<file path="src/rtl/dca_step_sequencer.sv">
// Step sequencer for the DCA datapath: issues MAC steps once operands and store
// credit are available, tracks outstanding stores and signals completion after a drain.
module dca_step_sequencer #(
    parameter int NUM_LOAD_CH = 2,
    parameter int STORE_DEPTH = 3,
    parameter int BW_STEP_CNT = 16,
    localparam int PW = $clog2(STORE_DEPTH + 1)
) (
    input  logic                   clk,
    input  logic                   rst,
    input  logic                   clear,
    input  logic                   enable,
    output logic                   busy,
    input  logic                   inst_valid,
    input  logic                   inst_no_cal,
    input  logic                   inst_load_acc,
    input  logic                   inst_store_req,
    input  logic                   inst_last,
    input  logic [NUM_LOAD_CH-1:0] inst_load_req,
    output logic                   inst_ready,
    input  logic [NUM_LOAD_CH-1:0] load_ready,
    output logic [NUM_LOAD_CH-1:0] load_issue,
    output logic [NUM_LOAD_CH-1:0] load_pop,
    input  logic                   mac_ready,
    input  logic                   mac_done,
    output logic                   mac_start,
    input  logic                   acc_bypass,
    output logic                   acc_pop,
    output logic                   st_push,
    input  logic                   st_done,
    output logic [PW-1:0]          pend_cnt,
    output logic [BW_STEP_CNT-1:0] step_cnt,
    output logic                   complete,
    output logic                   underflow_err
);

    typedef enum logic [1:0] {
        IDLE  = 2'd0,
        EXEC  = 2'd1,
        DRAIN = 2'd2
    } state_t;

    localparam logic [PW-1:0] DEPTH_MAX = PW'(STORE_DEPTH);
    localparam logic [PW-1:0] PEND_ONE  = PW'(1);

    state_t state;
    state_t state_next;

    logic loads_ok;
    logic store_ok;
    logic issue;
    logic bypass;
    logic step_done;

    always_ff @(posedge clk or posedge rst) begin
        if (rst) begin
            state <= IDLE;
        end else begin
            state <= state_next;
        end
    end

    // Issue/consume decode; clear suppresses every pulse so it wins over a same-cycle issue.
    always_comb begin
        loads_ok   = &(load_ready | ~inst_load_req);
        store_ok   = ~inst_store_req | (pend_cnt < DEPTH_MAX);
        issue      = (state == IDLE) & enable & inst_valid & ~inst_no_cal & mac_ready
                     & loads_ok & store_ok & ~clear;
        bypass     = (state == IDLE) & inst_valid & inst_no_cal & inst_load_acc
                     & acc_bypass & ~clear;
        step_done  = ((state == EXEC) & mac_done & ~clear) | bypass;

        busy       = (state != IDLE);
        mac_start  = issue;
        load_issue = issue ? inst_load_req : '0;
        inst_ready = step_done;
        load_pop   = step_done ? inst_load_req : '0;
        acc_pop    = step_done & inst_load_acc;
        st_push    = step_done & inst_store_req;
        complete   = (state == DRAIN) & ~clear
                     & ((pend_cnt == '0) | ((pend_cnt == PEND_ONE) & st_done & ~st_push));

        state_next = state;
        unique case (state)
            IDLE: begin
                if (issue) begin
                    state_next = EXEC;
                end else if (bypass & inst_last) begin
                    state_next = DRAIN;
                end
            end
            EXEC: begin
                if (mac_done) begin
                    state_next = inst_last ? DRAIN : IDLE;
                end
            end
            DRAIN: begin
                if (complete) begin
                    state_next = IDLE;
                end
            end
            default: state_next = IDLE;
        endcase
        if (clear) begin
            state_next = IDLE;
        end
    end

    // A simultaneous push and retire cancel, so they cannot raise the underflow flag.
    always_ff @(posedge clk or posedge rst) begin
        if (rst) begin
            pend_cnt      <= '0;
            underflow_err <= 1'b0;
        end else if (clear) begin
            pend_cnt      <= '0;
            underflow_err <= 1'b0;
        end else begin
            unique case ({st_push, st_done})
                2'b10: begin
                    if (pend_cnt != DEPTH_MAX) begin
                        pend_cnt <= pend_cnt + PEND_ONE;
                    end
                end
                2'b01: begin
                    if (pend_cnt == '0) begin
                        underflow_err <= 1'b1;
                    end else begin
                        pend_cnt <= pend_cnt - PEND_ONE;
                    end
                end
                default: ;
            endcase
        end
    end

    always_ff @(posedge clk or posedge rst) begin
        if (rst) begin
            step_cnt <= '0;
        end else if (clear) begin
            step_cnt <= '0;
        end else if (inst_ready) begin
            step_cnt <= step_cnt + BW_STEP_CNT'(1);
        end
    end

endmodule
</file>
<file path="config.mk">
export PLATFORM = sky130hd
export DESIGN_NAME = dca_step_sequencer
export DESIGN_NICKNAME = d
export VERILOG_FILES = /design/src/rtl/dca_step_sequencer.sv
export SDC_FILE = /design/constraint.sdc
export NUM_CORES = 1
export LEC_CHECK = 0
export ABC_AREA = 1
export CORE_ASPECT_RATIO = 1.75
export CORE_MARGIN = 2
export CORE_UTILIZATION = 48
export CTS_BUF_LIST = sky130_fd_sc_hd__clkbuf_2 sky130_fd_sc_hd__clkbuf_4 sky130_fd_sc_hd__clkbuf_8
export CTS_CLUSTER_SIZE = 12
export DETAILED_ROUTE_END_ITERATION = 8
export PLACE_DENSITY = 0.83
export SYNTH_ARGS = -nofsm -noshare
export SYNTH_HDL_FRONTEND = slang
export SYNTH_SLANG_ARGS = --single-unit
export TNS_END_PERCENT = 20
</file>
<file path="constraint.sdc">
create_clock -name clk -period 1.8 [get_ports clk]
set_input_delay 0.36 -clock clk [delete_from_list [all_inputs] [get_ports clk]]
set_output_delay 0.36 -clock clk [all_outputs]
set_load 0.05 [all_outputs]
</file>
==> summary.txt <==
Final layout
  • Ant. Diodes: 0
  • P&R area growth vs syn: 57.1%
  • Fin area: ~2200 µm²
  • Layout cells sized above 1: 0.339
  • Layout Cells excl Fill: 299
  • Number of fillers in the final layout: between 200 and 250
  • Final Core Density: 0.776
  • Nets: roughly 290

Clocking
  • CTS H-Tree Depth: 1
  • Clk buf depth: 2
  • Root Driver: clkbuf_8
  • Worst-path clk slew: roughly 0.070 ns
  • Worst-skew pair later-pin latency: ~0.26 ns
  • CTS tree: yes
  • Num CTS Buffers: 3
  • Clock Sinks: 21

Synth
  • YS warnings: 0
  • Post-synth EDFFs: 0
  • Fraction of registers with async set or reset after synthesis: 1.00
  • Synthesized Nets: 224
  • Main combinational cell family by area after synthesis: simple AND/OR/NAND/NOR gates
  • Cells after Synth: between 200 and 250
  • Mux share of post-synthesis cell area: 0
  • Synth Register Bits: 21
  • Post-Synth XOR/XNOR Area: 0.00612
  • Adder-Cell Fraction of Synth Area: 0.0350
  • Mean Syn Cell Area: 7.04 µm²
  • Synth Area in Compound Gates: 0.0831
  • Mapped Area: 1430 µm²
  • Post-synthesis simple-gate area fraction: 0.418
  • Sequential area share after synthesis: 0.367
  • Primary FF master, synth: dfrtp_1
  • Number of library cell types mapped by synthesis: 29

Drt
  • Drt via density: 5.59
  • Via count: 1671
  • DRT iter0 DRCs: 58
  • Wire length per cell: 14.1 µm
  • First drt pass iteration count: 5
  • DRC Markers: 0
  • Post-route ant nets: 0
  • WL final: roughly 4.2 mm

Power
  • Flop pwr share: 0.466
  • Net Switching: around 0.00029 W
  • Switch share: 0.277
  • Power Density: around 460 nW/µm²
  • Int Pwr: between 0.0007 and 0.0008 W
  • Clk pwr share: 0.316
  • Leak: about 1.1 nW
  • Logic pwr share: 0.218
  • Peak VDD IR: 0.334 mV

STA
  • Max Fclk: between 500 and 600 MHz
  • Worst clock skew: around 0.0013 ns
  • Final cycle utilization of the critical path: 1.11
  • Slew HR: 0.794
  • Final min period: around 2.0 ns
  • Final setup fails: 8
  • Final Hold Fails: 0
  • WHS: 0.425 ns
  • Final Max Tran Viols: 0
  • RSZ-0062 raised after global routing: yes
  • Worst-Margin Slew: slightly above 0.3 ns
  • Worst setup margin: -0.196 ns

Worst setup path
  • CP peak stage delay: 0.41 ns
  • WP data required: 1.44 ns
  • Crit end category: output pin
  • CP max FO: 3
  • CP most frequent cell: nor2_4
  • CP Cell Sequence: ha_2, nand2_1, o21ai_1, nor2_2, nand2_2, nor2_4, inv_2, nor2_4, buf_12
  • WS Path Type: reg -> out
  • WP data arrival: 1.64 ns
  • Worst setup SP type: flop
  • Slowest-stage cell, CP: dfrtp_2

Place
  • Final Wtd Congestion: approximately 0.86
  • IO buf count: 45
  • Placed Instance Area: ~2100 µm²
  • Post-place setup slack: -0.274 ns
  • Placed cell count: roughly 290
  • Placed wire-length estimate: between 3 and 4 mm

Global routing
  • Largest net degree at the start of global routing: 22
  • Vias in the first global route: 1690
  • GRT overflow: 0
  • Overall Global Routing Usage: 0.279
  • Initial antenna violation count: 0
  • First-pass GRT wire length: 7.26 mm

Die
  • Initial Util: 0.494
  • Row cnt: 26
  • Die area: about 3400 µm²
  • Die H: 76.2 µm
  • Core box area: a little under 3000 µm²
  • Die width: 45.3 µm
  • Ports: 46

Hold path
  • Classification of the worst-slack hold path: in -> async

Run
  • Maxcap violations: 0

Status
  • Status: complete, but fails checks
  • Failing checks: negative setup slack
==> placed cells by master (no fill, tap or decap), types with 3 or more instances in the layout <==
master	n
nor2_4	8
inv_2	4
buf_4	41
clkbuf_8	3
buf_12	9
dlymetal6s2s_1	3
inv_1	24
nand2_2	7
nor2_2	5
ha_1	3
nand2_4	4
a21oi_1	4
dfrtp_1	19
nor2_1	21
nand4_1	11
clkdlybuf4s50_1	12
o21ai_0	10
nand2_1	40
nand3_1	15
nor3_1	7
==> path summary, 6_finish.rpt <==
kind                               start       endpoint  slack (ns)  depth (start not counted)
setup / recovery             pend_cnt[0]  load_issue[1]       -0.20                          9
setup reg to reg                state[1]   step_cnt[11]        0.25                         12
max in group asynchronous            rst    pend_cnt[1]        1.14                          3
hold / removal                       rst    step_cnt[2]        0.42                          3
min in group clk           underflow_err  underflow_err        0.50                          1
hold reg to reg            underflow_err  underflow_err        0.50                          1
==> kinds of logic after synthesis <==
group	Yosys count
flip-flops	21
XOR/XNOR	1
AND/OR/NAND/NOR	123
buffers and inverters	33
AO/OA/AOI/OAI	21
adder cells (fa/ha/maj)	4
==> layer usage <==
| layer | global-route usage | wire (µm) |
|---|---|---|
| met5 | 0 | 0 |
| met4 | 0.165 | 214 |
| met3 | 0.0355 | 140 |
| met2 | 0.497 | 2390 |
| met1 | 0.287 | 1480 |
==> state kept, by name, indices dropped and copies added (netlist names) <==
name	count
state	2
underflow_err	1
pend_cnt	2
step_cnt	16
==> area by class of cell <==
type                       count  area [µm²]  share of cell area
multi-input combinational    149         852               0.379
timing repair buffer          67         666               0.296
sequential                    21         528               0.235
inverter                      30         118              0.0523
clock buffer                   4        48.8              0.0217
tap                           28        35.0              0.0156
==> cell usage after synthesis, types with 3 or more instances <==
cell type	number	area [µm²]
ha_1	4	50.1
nand2_4	4	45.0
inv_1	26	97.6
nand2_1	43	161
a21oi_1	4	20.0
nor2_1	30	113
inv_2	4	15.0
nand3_1	16	80.1
dfrtp_1	21	526
o21ai_0	11	55.1
nor3_1	7	35.0
nand2_2	4	25.0
nand4_1	11	68.8
nor2_2	3	18.8
==> power groups by stage <==
stage | logic [W] | registers (W) | clock network, W
floorplan | 0.0000901 | 0.000505 | 0
global placement | 0.000215 | 0.000491 | 0
detailed placement | 0.000217 | 0.000491 | 0
CTS | 0.000221 | 0.000481 | 0.000331
global route | 0.000242 | 0.000482 | 0.000349
finish | 0.000225 | 0.000481 | 0.000326
==> per-stage QoR <==
stage / TNS, ns / power (W)
4_1_cts: -1.13 / 0.00103
2_1_floorplan: -1.15 / 0.000595
3_5_place_dp: -2.53 / 0.000708
5_1_grt: -1.40 / 0.00107
6_report: -0.797 / 0.00103
3_3_place_gp: -2.24 / 0.000705
==> worst max-delay path: cells and delay by family, from the launching register on <==
kind / cells / cell delay [ns]
DFF: 1 / 0.41
AOI/OAI and AO/OA: 1 / 0.07
buffers and inverters: 2 / 0.22
adders and majority gates: 1 / 0.19
and+or+nand+nor: 5 / 0.49
==> repair_timing <==
item,CTS,global route
pin swaps,6,2
hold buffers,0,0
gates resized for setup,8,10
setup buffers,1,0
endpoints found under the setup margin,9,9
Note: power is estimated with default switching activity, not from simulation.
==> edit, RTL diff (config.mk and constraints unchanged) <==
Set the parameter `STORE_DEPTH` to 6 (it was 3).
--- a/src/rtl/dca_step_sequencer.sv
+++ b/src/rtl/dca_step_sequencer.sv
@@ -2,7 +2,7 @@
 // credit are available, tracks outstanding stores and signals completion after a drain.
 module dca_step_sequencer #(
     parameter int NUM_LOAD_CH = 2,
-    parameter int STORE_DEPTH = 3,
+    parameter int STORE_DEPTH = 6,
     parameter int BW_STEP_CNT = 16,
     localparam int PW = $clog2(STORE_DEPTH + 1)
 ) (
Interface: changed (resized pend_cnt); port bits go from 46 to 47. The function was not compared with the original's and may differ.
==> edit against the original RTL <==
Fmax is 1.2% higher; highest routed layer unchanged; area after synthesis is 11% higher; wire length is 7.6% higher; sequential cell count is 1 higher; final area is 9.0% higher; setup slack better by 0.025 ns; non-clock buffer count is 6 higher; the flow still finishes with violations (negative setup slack); worst hold slack better by 0.011 ns.
Power is not compared: it rests on default switching activity, and its combinational part moved more than twofold at a synthesized area within 25%.
==> edit: results (changes against the original RTL) <==
* Worst Path Arrival at 1.61 ns (was 1.64 ns)
* Biggest regs: step_cnt: 16 flops, pend_cnt: 3 flops, state: 2 flops (was step_cnt: 16 flops, pend_cnt: 2 flops, state: 2 flops)
* Violations in the final reports: negative setup slack (unchanged)
* Reg2reg setup slack at 0.13 ns (was 0.25 ns)
* Final Skew at 0.00603 ns (was 0.00133 ns)
* Cells on worst reg2reg path at 10 (was 12)
* Starting DRC count in detailed routing at 52 (was 58)
* IO Port Bufs at 46 (was 45)
* Status: finished, violations left (unchanged)
* # setup viols final at 9 (was 8)
* Hold_ws at 0.436 ns (was 0.425 ns)
* Share of layout cells above drive strength 1 at 31.8% (was 33.9%)
* Synthesized instance count at 226 (was 203)
* Fin nets at 323 (was 293)
* Compound-Gate Fraction of Synth Area at 8.29% (was 8.31%)
* Synth Area in XOR/XNOR at 2.76% (was 0.612%)
* Postcts setup bufs at 2 (was 1)
* Post-CTS Resized at 13 (was 8)
* Clock Pin Slew Worst Setup and Hold Paths at 0.09 ns (was 0.07 ns)
* DR pass1 iterations at 4 (was 5)
* Final TNS setup at -0.921 ns (was -0.797 ns)
* CP max-delay cell: clkdlybuf4s50_1 (was dfrtp_2)
* Met2 wire len at 2620 um (was 2390 um)
* Setup ws final at -0.171 ns (was -0.196 ns)
* Met3 wire len at 227 um (was 140 um)
* Vias at 1,776 (was 1,671)
* First-pass GRT wire length at 7650 um (was 7260 um)
* GRT Total Usage at 27.5% (was 27.9%)
* Area share of fa/ha/maj cells after synthesis at 4.74% (was 3.50%)
## edit: area by class of cell
cell class	instances	area (um2)
Timing Repair Buffer	73	699
Fill cell	220	692
Clock inverter	1	30.0
Multi-Input combinational cell	170	956
Sequential cell	22	552
Tap cell	43	53.8
Inverter	30	118
Clock buffer	3	41.3
## edit: worst min-delay path: cells and delay by family
family	cells	cell delay [ns]
buffers and inverters	3	0.75
## edit: metal layers
| metal | vias up | track usage (%) |
|---|---|---|
| met3 | 11 | 4.07 |
| met2 | 55 | 49.1 |
| met1 | 841 | 29.8 |
| li1 | 869 | - |
| met4 | 0 | 11.9 |
| met5 | - | 0 |
## edit: how the worst max path moves through the flow
stage | startpoint | end | slack [ns] | depth (start not counted)
floorplan | state[1] | load_issue[0] | -0.20 | 8
global placement | clear | complete | -0.24 | 10
detailed placement | inst_no_cal | load_issue[0] | -0.31 | 8
CTS | state[0] | load_issue[0] | -0.18 | 9
global route | acc_bypass | complete | -0.23 | 9
finish | acc_bypass | complete | -0.17 | 9
